File: config.mk
export PLATFORM = sky130hd
export DESIGN_NAME = spi_peripheral_flat
export DESIGN_NICKNAME = d
export VERILOG_FILES = /design/src/rtl/spi_peripheral_pkg.sv /design/src/rtl/spi_peripheral_if.sv /design/src/rtl/spi_sync_edge.sv /design/src/rtl/spi_peripheral.sv /design/src/flat_wrapper.sv
export SDC_FILE = /design/constraint.sdc
export NUM_CORES = 1
export LEC_CHECK = 0
export ABC_AREA = 1
export BUFFER_PORTS_ARGS = -buffer_cell sky130_fd_sc_hd__buf_2
export CORE_AREA = 2 2 79 81
export CTS_CLUSTER_SIZE = 40
export DETAILED_ROUTE_END_ITERATION = 10
export DIE_AREA = 0 0 81 83
export PLACE_DENSITY = 0.86
export RECOVER_POWER = 100
export SYNTH_ARGS = -nofsm -noshare
export SYNTH_HDL_FRONTEND = slang
export SYNTH_SLANG_ARGS = --single-unit
File: constraint.sdc
create_clock -name clk -period 2.05 [get_ports clk]
set_input_delay 0.1025 -clock clk [delete_from_list [all_inputs] [get_ports clk]]
set_output_delay 0.1025 -clock clk [all_outputs]
set_load 0.005 [all_outputs]
File: src/rtl/spi_peripheral_pkg.sv
// rtl/spi_peripheral_pkg.sv - register map, frame size and FSM state encoding for spi_peripheral
package spi_pkg;

   localparam logic [6:0] ADDR_EN_OUT_LO = 7'h00;
   localparam logic [6:0] ADDR_EN_OUT_HI = 7'h01;
   localparam logic [6:0] ADDR_EN_PWM_LO = 7'h02;
   localparam logic [6:0] ADDR_EN_PWM_HI = 7'h03;
   localparam logic [6:0] ADDR_DUTY      = 7'h04;
   localparam logic [6:0] ADDR_MAX       = ADDR_DUTY;

   localparam int FRAME_BITS = 16;

   typedef enum logic [1:0] {
      ST_IDLE   = 2'd0,
      ST_SHIFT  = 2'd1,
      ST_COMMIT = 2'd2
   } spi_state_e;

endpackage

File: src/rtl/spi_peripheral_if.sv
// rtl/spi_peripheral_if.sv - SPI pin bundle with controller and target views
interface spi_peripheral_if;
   logic sclk;
   logic copi;
   logic ncs;
   logic cipo;

   modport master (output sclk, output copi, output ncs, input cipo);
   modport slave  (input sclk, input copi, input ncs, output cipo);
endinterface

File: src/rtl/spi_sync_edge.sv
// rtl/spi_sync_edge.sv - multi-flop synchronizer with registered-history rise/fall pulses
module spi_sync_edge #(
   parameter int STAGES = 2
) (
   input  logic clk,
   input  logic rst_n,
   input  logic din,
   output logic level,
   output logic rise,
   output logic fall
);

   logic [STAGES-1:0] sync;
   logic              prev;

   always_ff @(posedge clk or negedge rst_n) begin
      if (!rst_n) begin
         sync <= '0;
         prev <= 1'b0;
      end else begin
         sync <= {sync[STAGES-2:0], din};
         prev <= sync[STAGES-1];
      end
   end

   assign level = sync[STAGES-1];
   assign rise  = level & ~prev;
   assign fall  = ~level & prev;

endmodule

File: src/rtl/spi_peripheral.sv
// rtl/spi_peripheral.sv - oversampled SPI target holding the five PWM control registers
// Optional SPI_READBACK_EN builds the cipo output shifter for read frames.
module spi_peripheral
   import spi_pkg::*;
#(
   parameter int SYNC_STAGES = 2
) (
   input  logic             clk,
   input  logic             rst_n,
   spi_peripheral_if.slave  spi,
   output logic [7:0]       en_reg_out_7_0,
   output logic [7:0]       en_reg_out_15_8,
   output logic [7:0]       en_reg_pwm_7_0,
   output logic [7:0]       en_reg_pwm_15_8,
   output logic [7:0]       pwm_duty_cycle
);

   localparam logic [1:0] S_IDLE   = ST_IDLE;
   localparam logic [1:0] S_SHIFT  = ST_SHIFT;
   localparam logic [1:0] S_COMMIT = ST_COMMIT;
   localparam logic [4:0] CNT_FULL = 5'(FRAME_BITS);
   localparam logic [4:0] CNT_SAT  = 5'(FRAME_BITS + 1);

   logic sclk_lvl, sclk_rise, sclk_fall;
   logic copi_lvl, copi_rise, copi_fall;
   logic ncs_lvl, ncs_rise, ncs_fall;

   spi_sync_edge #(.STAGES(SYNC_STAGES)) u_sclk (
      .clk(clk), .rst_n(rst_n), .din(spi.sclk),
      .level(sclk_lvl), .rise(sclk_rise), .fall(sclk_fall)
   );
   spi_sync_edge #(.STAGES(SYNC_STAGES)) u_copi (
      .clk(clk), .rst_n(rst_n), .din(spi.copi),
      .level(copi_lvl), .rise(copi_rise), .fall(copi_fall)
   );
   spi_sync_edge #(.STAGES(SYNC_STAGES)) u_ncs (
      .clk(clk), .rst_n(rst_n), .din(spi.ncs),
      .level(ncs_lvl), .rise(ncs_rise), .fall(ncs_fall)
   );

   logic [1:0]  state;
   logic [4:0]  cnt;
   logic [15:0] shreg;
   logic        frame_ok;

   // Only an exact 16-bit write to a mapped address may touch the registers.
   assign frame_ok = (cnt == CNT_FULL) && shreg[15] && (shreg[14:8] <= ADDR_MAX);

   always_ff @(posedge clk or negedge rst_n) begin
      if (!rst_n) begin
         state           <= S_IDLE;
         cnt             <= 5'd0;
         shreg           <= 16'h0000;
         en_reg_out_7_0  <= 8'h00;
         en_reg_out_15_8 <= 8'h00;
         en_reg_pwm_7_0  <= 8'h00;
         en_reg_pwm_15_8 <= 8'h00;
         pwm_duty_cycle  <= 8'h00;
      end else begin
         case (state)
            S_IDLE: begin
               if (ncs_fall) begin
                  state <= S_SHIFT;
                  cnt   <= 5'd0;
                  shreg <= 16'h0000;
               end
            end
            S_SHIFT: begin
               // A chip-select release wins over an sclk edge seen in the same cycle.
               if (ncs_rise) begin
                  state <= S_COMMIT;
               end else if (sclk_rise) begin
                  shreg <= {shreg[14:0], copi_lvl};
                  if (cnt != CNT_SAT) begin
                     cnt <= cnt + 5'd1;
                  end
               end
            end
            S_COMMIT: begin
               state <= S_IDLE;
               if (frame_ok) begin
                  case (shreg[14:8])
                     ADDR_EN_OUT_LO: en_reg_out_7_0  <= shreg[7:0];
                     ADDR_EN_OUT_HI: en_reg_out_15_8 <= shreg[7:0];
                     ADDR_EN_PWM_LO: en_reg_pwm_7_0  <= shreg[7:0];
                     ADDR_EN_PWM_HI: en_reg_pwm_15_8 <= shreg[7:0];
                     ADDR_DUTY:      pwm_duty_cycle  <= shreg[7:0];
                     default: ;
                  endcase
               end
            end
            default: state <= S_IDLE;
         endcase
      end
   end

`ifdef SPI_READBACK_EN
   logic [7:0] sh_low;
   logic [7:0] rd_mux;
   logic [7:0] out_sh;
   logic       unused_edges;

   assign sh_low       = {shreg[6:0], copi_lvl};
   assign unused_edges = ^{sclk_lvl, copi_rise, copi_fall};

   always_comb begin
      rd_mux = 8'h00;
      case (sh_low[6:0])
         ADDR_EN_OUT_LO: rd_mux = en_reg_out_7_0;
         ADDR_EN_OUT_HI: rd_mux = en_reg_out_15_8;
         ADDR_EN_PWM_LO: rd_mux = en_reg_pwm_7_0;
         ADDR_EN_PWM_HI: rd_mux = en_reg_pwm_15_8;
         ADDR_DUTY:      rd_mux = pwm_duty_cycle;
         default:        rd_mux = 8'h00;
      endcase
   end

   // Load on the 8th rise; the fall right after it is skipped so bit 7 is sampled on rise 9.
   always_ff @(posedge clk or negedge rst_n) begin
      if (!rst_n) begin
         out_sh <= 8'h00;
      end else if (state != S_SHIFT || ncs_rise) begin
         out_sh <= 8'h00;
      end else if (sclk_rise && cnt == 5'd7 && !sh_low[7]) begin
         out_sh <= rd_mux;
      end else if (sclk_fall && cnt >= 5'd9) begin
         out_sh <= {out_sh[6:0], 1'b0};
      end
   end

   assign spi.cipo = out_sh[7] & ~ncs_lvl & (state == S_SHIFT);
`else
   logic unused_edges;

   assign unused_edges = ^{sclk_lvl, sclk_fall, copi_rise, copi_fall, ncs_lvl};
   assign spi.cipo     = 1'b0;
`endif

endmodule
File: src/flat_wrapper.sv
// flat-port wrapper written by rule: the top's interface ports become plain ports
module spi_peripheral_flat import spi_pkg::*;
#(
   parameter int SYNC_STAGES = 2
)
  (clk, rst_n, en_reg_out_7_0, en_reg_out_15_8, en_reg_pwm_7_0, en_reg_pwm_15_8, pwm_duty_cycle, spi_sclk, spi_copi, spi_ncs, spi_cipo);
  spi_peripheral_if spi_i ();
  input  logic clk;
  input  logic rst_n;
  output logic [7:0] en_reg_out_7_0;
  output logic [7:0] en_reg_out_15_8;
  output logic [7:0] en_reg_pwm_7_0;
  output logic [7:0] en_reg_pwm_15_8;
  output logic [7:0] pwm_duty_cycle;
  input wire logic [$bits(spi_i.sclk)-1:0] spi_sclk;
  input wire logic [$bits(spi_i.copi)-1:0] spi_copi;
  input wire logic [$bits(spi_i.ncs)-1:0] spi_ncs;
  output wire logic [$bits(spi_i.cipo)-1:0] spi_cipo;
  assign spi_i.sclk = spi_sclk;
  assign spi_i.copi = spi_copi;
  assign spi_i.ncs = spi_ncs;
  assign spi_cipo = spi_i.cipo;
  spi_peripheral #(.SYNC_STAGES(SYNC_STAGES)) u_core (.clk(clk), .rst_n(rst_n), .spi(spi_i), .en_reg_out_7_0(en_reg_out_7_0), .en_reg_out_15_8(en_reg_out_15_8), .en_reg_pwm_7_0(en_reg_pwm_7_0), .en_reg_pwm_15_8(en_reg_pwm_15_8), .pwm_duty_cycle(pwm_duty_cycle));
endmodule
==> PnR_summary.wiki <==
{| class="wikitable"
! Metric !! Value
|-
| Outcome || finished, final reports clean
|-
| Power after layout || 2.90 mW
|-
| Dpl hpwl || 4.46 mm
|-
| Area growth from synthesis to final layout || 16.9%
|-
| Main synth FF type || sky130_fd_sc_hd__dfrtp_1
|-
| Pin count of the biggest net entering global routing || between 40 and 50
|-
| Number of diodes added for antenna fixing || 0
|-
| Count of clock tree sinks || 71
|-
| Delay of the slowest cell on the worst path || 0.45 ns
|-
| Num CTS Buffers || 9
|-
| Final critical-path share of the clock period || between 90% and 100%
|-
| Horizontal die dimension || 81 um
|-
| CTS tree || built
|-
| Insertion delay to the later sink of the worst-skew pair || 0.36 ns
|-
| Number of buffer cells added on primary ports || 44
|-
| Leading post-synthesis cells by cell area || sky130_fd_sc_hd__dfrtp_1 57%, sky130_fd_sc_hd__nand2_1 17%, sky130_fd_sc_hd__nand4_1 7.0%, sky130_fd_sc_hd__o21ai_0 3.7%, sky130_fd_sc_hd__nand3_1 2.9%
|-
| FF+latch count, synth || 71
|-
| Register share of total power || 51.2%
|-
| Transition time at the pin with the least slew margin || about 1.3 ns
|-
| Post-Syn Area || 3120 um^2
|-
| Net count after synthesis || 364
|-
| Antenna violations before repair || 0
|-
| Period minus WS final || 1.91 ns
|-
| Reg clk slew, reported paths || 0.08 ns
|-
| Highest attainable clock frequency || 523 MHz
|-
| Share of final-layout standard cells stronger than drive strength 1 || 16.4%
|-
| Post-detailed-route via-to-cell ratio || between 5 and 6
|-
| Routed length per placed instance || 14.1 um
|-
| Number of global-route vias before repair || ~2400
|-
| Pwr/cell area || 795 nW/um^2
|-
| Final TNS setup || 0 ns
|-
| Clock root buffer master || sky130_fd_sc_hd__clkbuf_8
|-
| Ordered list of cells on the worst path || inv_1, ha_1, nand3_1, nor2_4, nand2_1, nor2_4, buf_4, nand4_1, nand2_1
|-
| Number of rows in the core area || 28
|-
| RSZ-0062 raised after global routing || false
|-
| Initial core utilization || 53.6%
|-
| Finished Layout Cells || 489
|-
| Combined buffer and inverter count along the critical path || 2
|-
| Total length of routed wires || 6.88 mm
|-
| Total of cells resized after clock tree synthesis || 0
|-
| Sequential-to-total area share from yosys stat || a little under three fifths
|-
| Violation count after the first detailed-route iteration || 254
|-
| Clock power frac || between 40% and 50%
|-
| Number of buffers inserted by post-CTS setup repair || 0
|-
| Net switching fraction of the power || 25.0%
|-
| Core outline area || 5820 um^2
|-
| Type of destination of the critical path || register
|-
| Hold crit path type || register to register
|-
| First-pass GRT wire length || 11.5 mm
|-
| VDD IR-drop max || 0.473 mV
|-
| Number of maximum-capacitance violations || 0
|-
| Internal power summed over all cells || around 2.2 mW
|-
| Yosys top cell by area || sky130_fd_sc_hd__dfrtp_1
|-
| Post-synth EDFFs || 0
|-
| Share of synthesized flip-flops with an asynchronous set or reset || 100%
|-
| Combinational cell fraction of total power || 6.4%
|-
| Total net switching power || 0.724 mW
|-
| Arrival time reported for the critical path endpoint || 2.21 ns
|-
| Category of the most critical setup path || register to register
|-
| Post-Syn Instances || 356
|-
| Data required time of the worst path || around 2.4 ns
|-
| Mean post-synth cell area || between 8 and 9 um^2
|-
| DRC violations left || 0
|-
| Rel. slew slack || 14.0%
|-
| Number of vias after detailed routing || 2640
|-
| Count of H-tree levels built during CTS || 3
|-
| Cell count after placement || 468
|-
| Critical path launch point type || register
|-
| All-layer global routing usage || 22.1%
|-
| Worst clock skew || about 0.013 ns
|-
| Yosys warning total || 0
|-
| Final hold violations || 0
|-
| Cell type of the slowest stage on the worst timing path || sky130_fd_sc_hd__dfrtp_1
|-
| Distinct cell type count of the synthesized netlist || 25
|-
| Routability-driven placement congestion ratio || 0.806
|-
| Final setup viols || 0
|-
| Number of nets in the finished design || 417
|-
| Area occupied by multi-input gates || around 1200 um^2
|-
| Y dimension of the die || 83 um
|-
| Number of I/O pins || 46
|-
| Leakage power || between 1.5 and 2 nW
|-
| DR pass1 iterations || 4
|-
| Total gr overflow || 0
|-
| Die area || approximately 6700 um^2
|-
| Worst path top cell family by delay || simple AND/OR/NAND/NOR gates
|-
| Maximum fanout along the worst path || 10
|-
| Synth top area share || 57.0%
|-
| Most frequently used cell type in the post-synthesis netlist || sky130_fd_sc_hd__nand2_1
|-
| Bufs on Longest Clock Path || 2
|-
| Commonest cells in the synthesized netlist || 144 x sky130_fd_sc_hd__nand2_1, 71 x sky130_fd_sc_hd__dfrtp_1, 35 x sky130_fd_sc_hd__nand4_1
|-
| Storage cell area || 1780 um^2
|-
| Slew Viols, Final || 0
|-
| Number of fill cells in the layout || a little over 500
|-
| Final antenna-violating net count || 0
|}
==> layout by cell type (no fill, tap or decap), types with 2 or more instances in the layout <==
master and instances:
sky130_fd_sc_hd__nand2_1 144, sky130_fd_sc_hd__dfrtp_1 71, sky130_fd_sc_hd__nand4_1 35, sky130_fd_sc_hd__buf_2 29
sky130_fd_sc_hd__o21ai_0 23, sky130_fd_sc_hd__nand3_1 18, sky130_fd_sc_hd__clkbuf_1 16, sky130_fd_sc_hd__inv_1 13
sky130_fd_sc_hd__nor2_1 13, sky130_fd_sc_hd__clkbuf_8 9, sky130_fd_sc_hd__buf_4 6, sky130_fd_sc_hd__nor2_4 5
sky130_fd_sc_hd__nor2_2 4, sky130_fd_sc_hd__dlygate4sd3_1 4, sky130_fd_sc_hd__inv_2 3, sky130_fd_sc_hd__ha_1 3
sky130_fd_sc_hd__clkinv_2 2, sky130_fd_sc_hd__bufinv_16 2
==> power groups by stage <==
stage / Combinational (mW) / Clock [mW] / Sequential [mW]
after global routing: 0.213 / 1.32 / 1.49
after global placement: 0.180 / 0 / 1.50
final: 0.186 / 1.23 / 1.48
after detailed placement: 0.187 / 0 / 1.51
after floorplan: 0.123 / 0 / 1.49
after CTS: 0.196 / 1.24 / 1.48
==> logic make-up (layout without fill, tap and decap cells) <==
logic type,after synthesis,after routing,share of synthesized area [%]
simple gates,223,224,32.3
flops,71,71,57.0
buf+inv,33,90,5.18
compound gates,24,24,3.86
fa+ha+maj,3,3,1.20
other cells,1,1,0.120
xor+xnor,1,1,0.281
==> registers in the layout, summed over array words and instances, names as in the netlist, 2 cells and up <==
signal                  flops
u_core.en_reg_pwm_15_8      8
u_core.u_copi.sync          2
u_core.state                2
u_core.u_sclk.sync          2
u_core.u_ncs.sync           2
u_core.cnt                  5
u_core.en_reg_out_15_8      8
u_core.en_reg_out_7_0       8
u_core.en_reg_pwm_7_0       8
u_core.shreg               16
u_core.pwm_duty_cycle       8
==> what timing repair did <==
action,4_1_cts,5_1_grt
hold buffers,4,0
hold endpoints to repair,26,0
setup endpoints to repair,0,29
==> per-stage QoR <==
stage / setup slack, ns / hold WS, ns / cell area (um^2) / util, %
4_1_cts: 0.124 / 0.302 / 3670 / 63.1
3_3_place_gp: 0.276 / 0.131 / 3410 / 58.7
6_report: 0.140 / 0.351 / 3640 / 62.7
5_1_grt: 0.0102 / 0.359 / 3640 / 62.7
3_5_place_dp: 0.150 / 0.129 / 3410 / 58.7
2_1_floorplan: 0.606 / -0.193 / 3120 / -
==> layout make-up <==
| class | count | area share, % |
|---|---|---|
| clock buffers | 9 | 3.40 |
| flip-flops and latches | 71 | 48.8 |
| multi-input cells | 253 | 32.5 |
| well taps | 75 | 2.58 |
| inverters | 17 | 1.75 |
| repair buffers | 57 | 8.41 |
| clock inverters | 7 | 2.61 |
==> path summary, 6_finish.rpt <==
check | to | slack, ns | startpoint | depth (start not counted)
worst max-delay path | u_core.en_reg_out_7_0[5] | 0.14 | u_core.cnt[0] | 9
worst min-delay path | u_core.u_ncs.sync[1] | 0.35 | u_core.u_ncs.sync[0] | 0
worst max register to register | u_core.en_reg_out_7_0[5] | 0.14 | u_core.cnt[0] | 9
worst min register to register | u_core.u_ncs.sync[1] | 0.35 | u_core.u_ncs.sync[0] | 0
max in group asynchronous | u_core.en_reg_pwm_15_8[2] | 0.47 | rst_n | 3
min in group asynchronous | u_core.state[1] | 0.56 | rst_n | 2
==> layer usage <==
layer	track usage, %	up-vias	wire, um
li1	-	1272	-
met1	31.4	1258	2970
met2	32.7	100	3260
met3	5.98	10	522
met4	8.01	0	130
met5	0	-	0
Note: power is estimated with default switching activity, not from simulation.
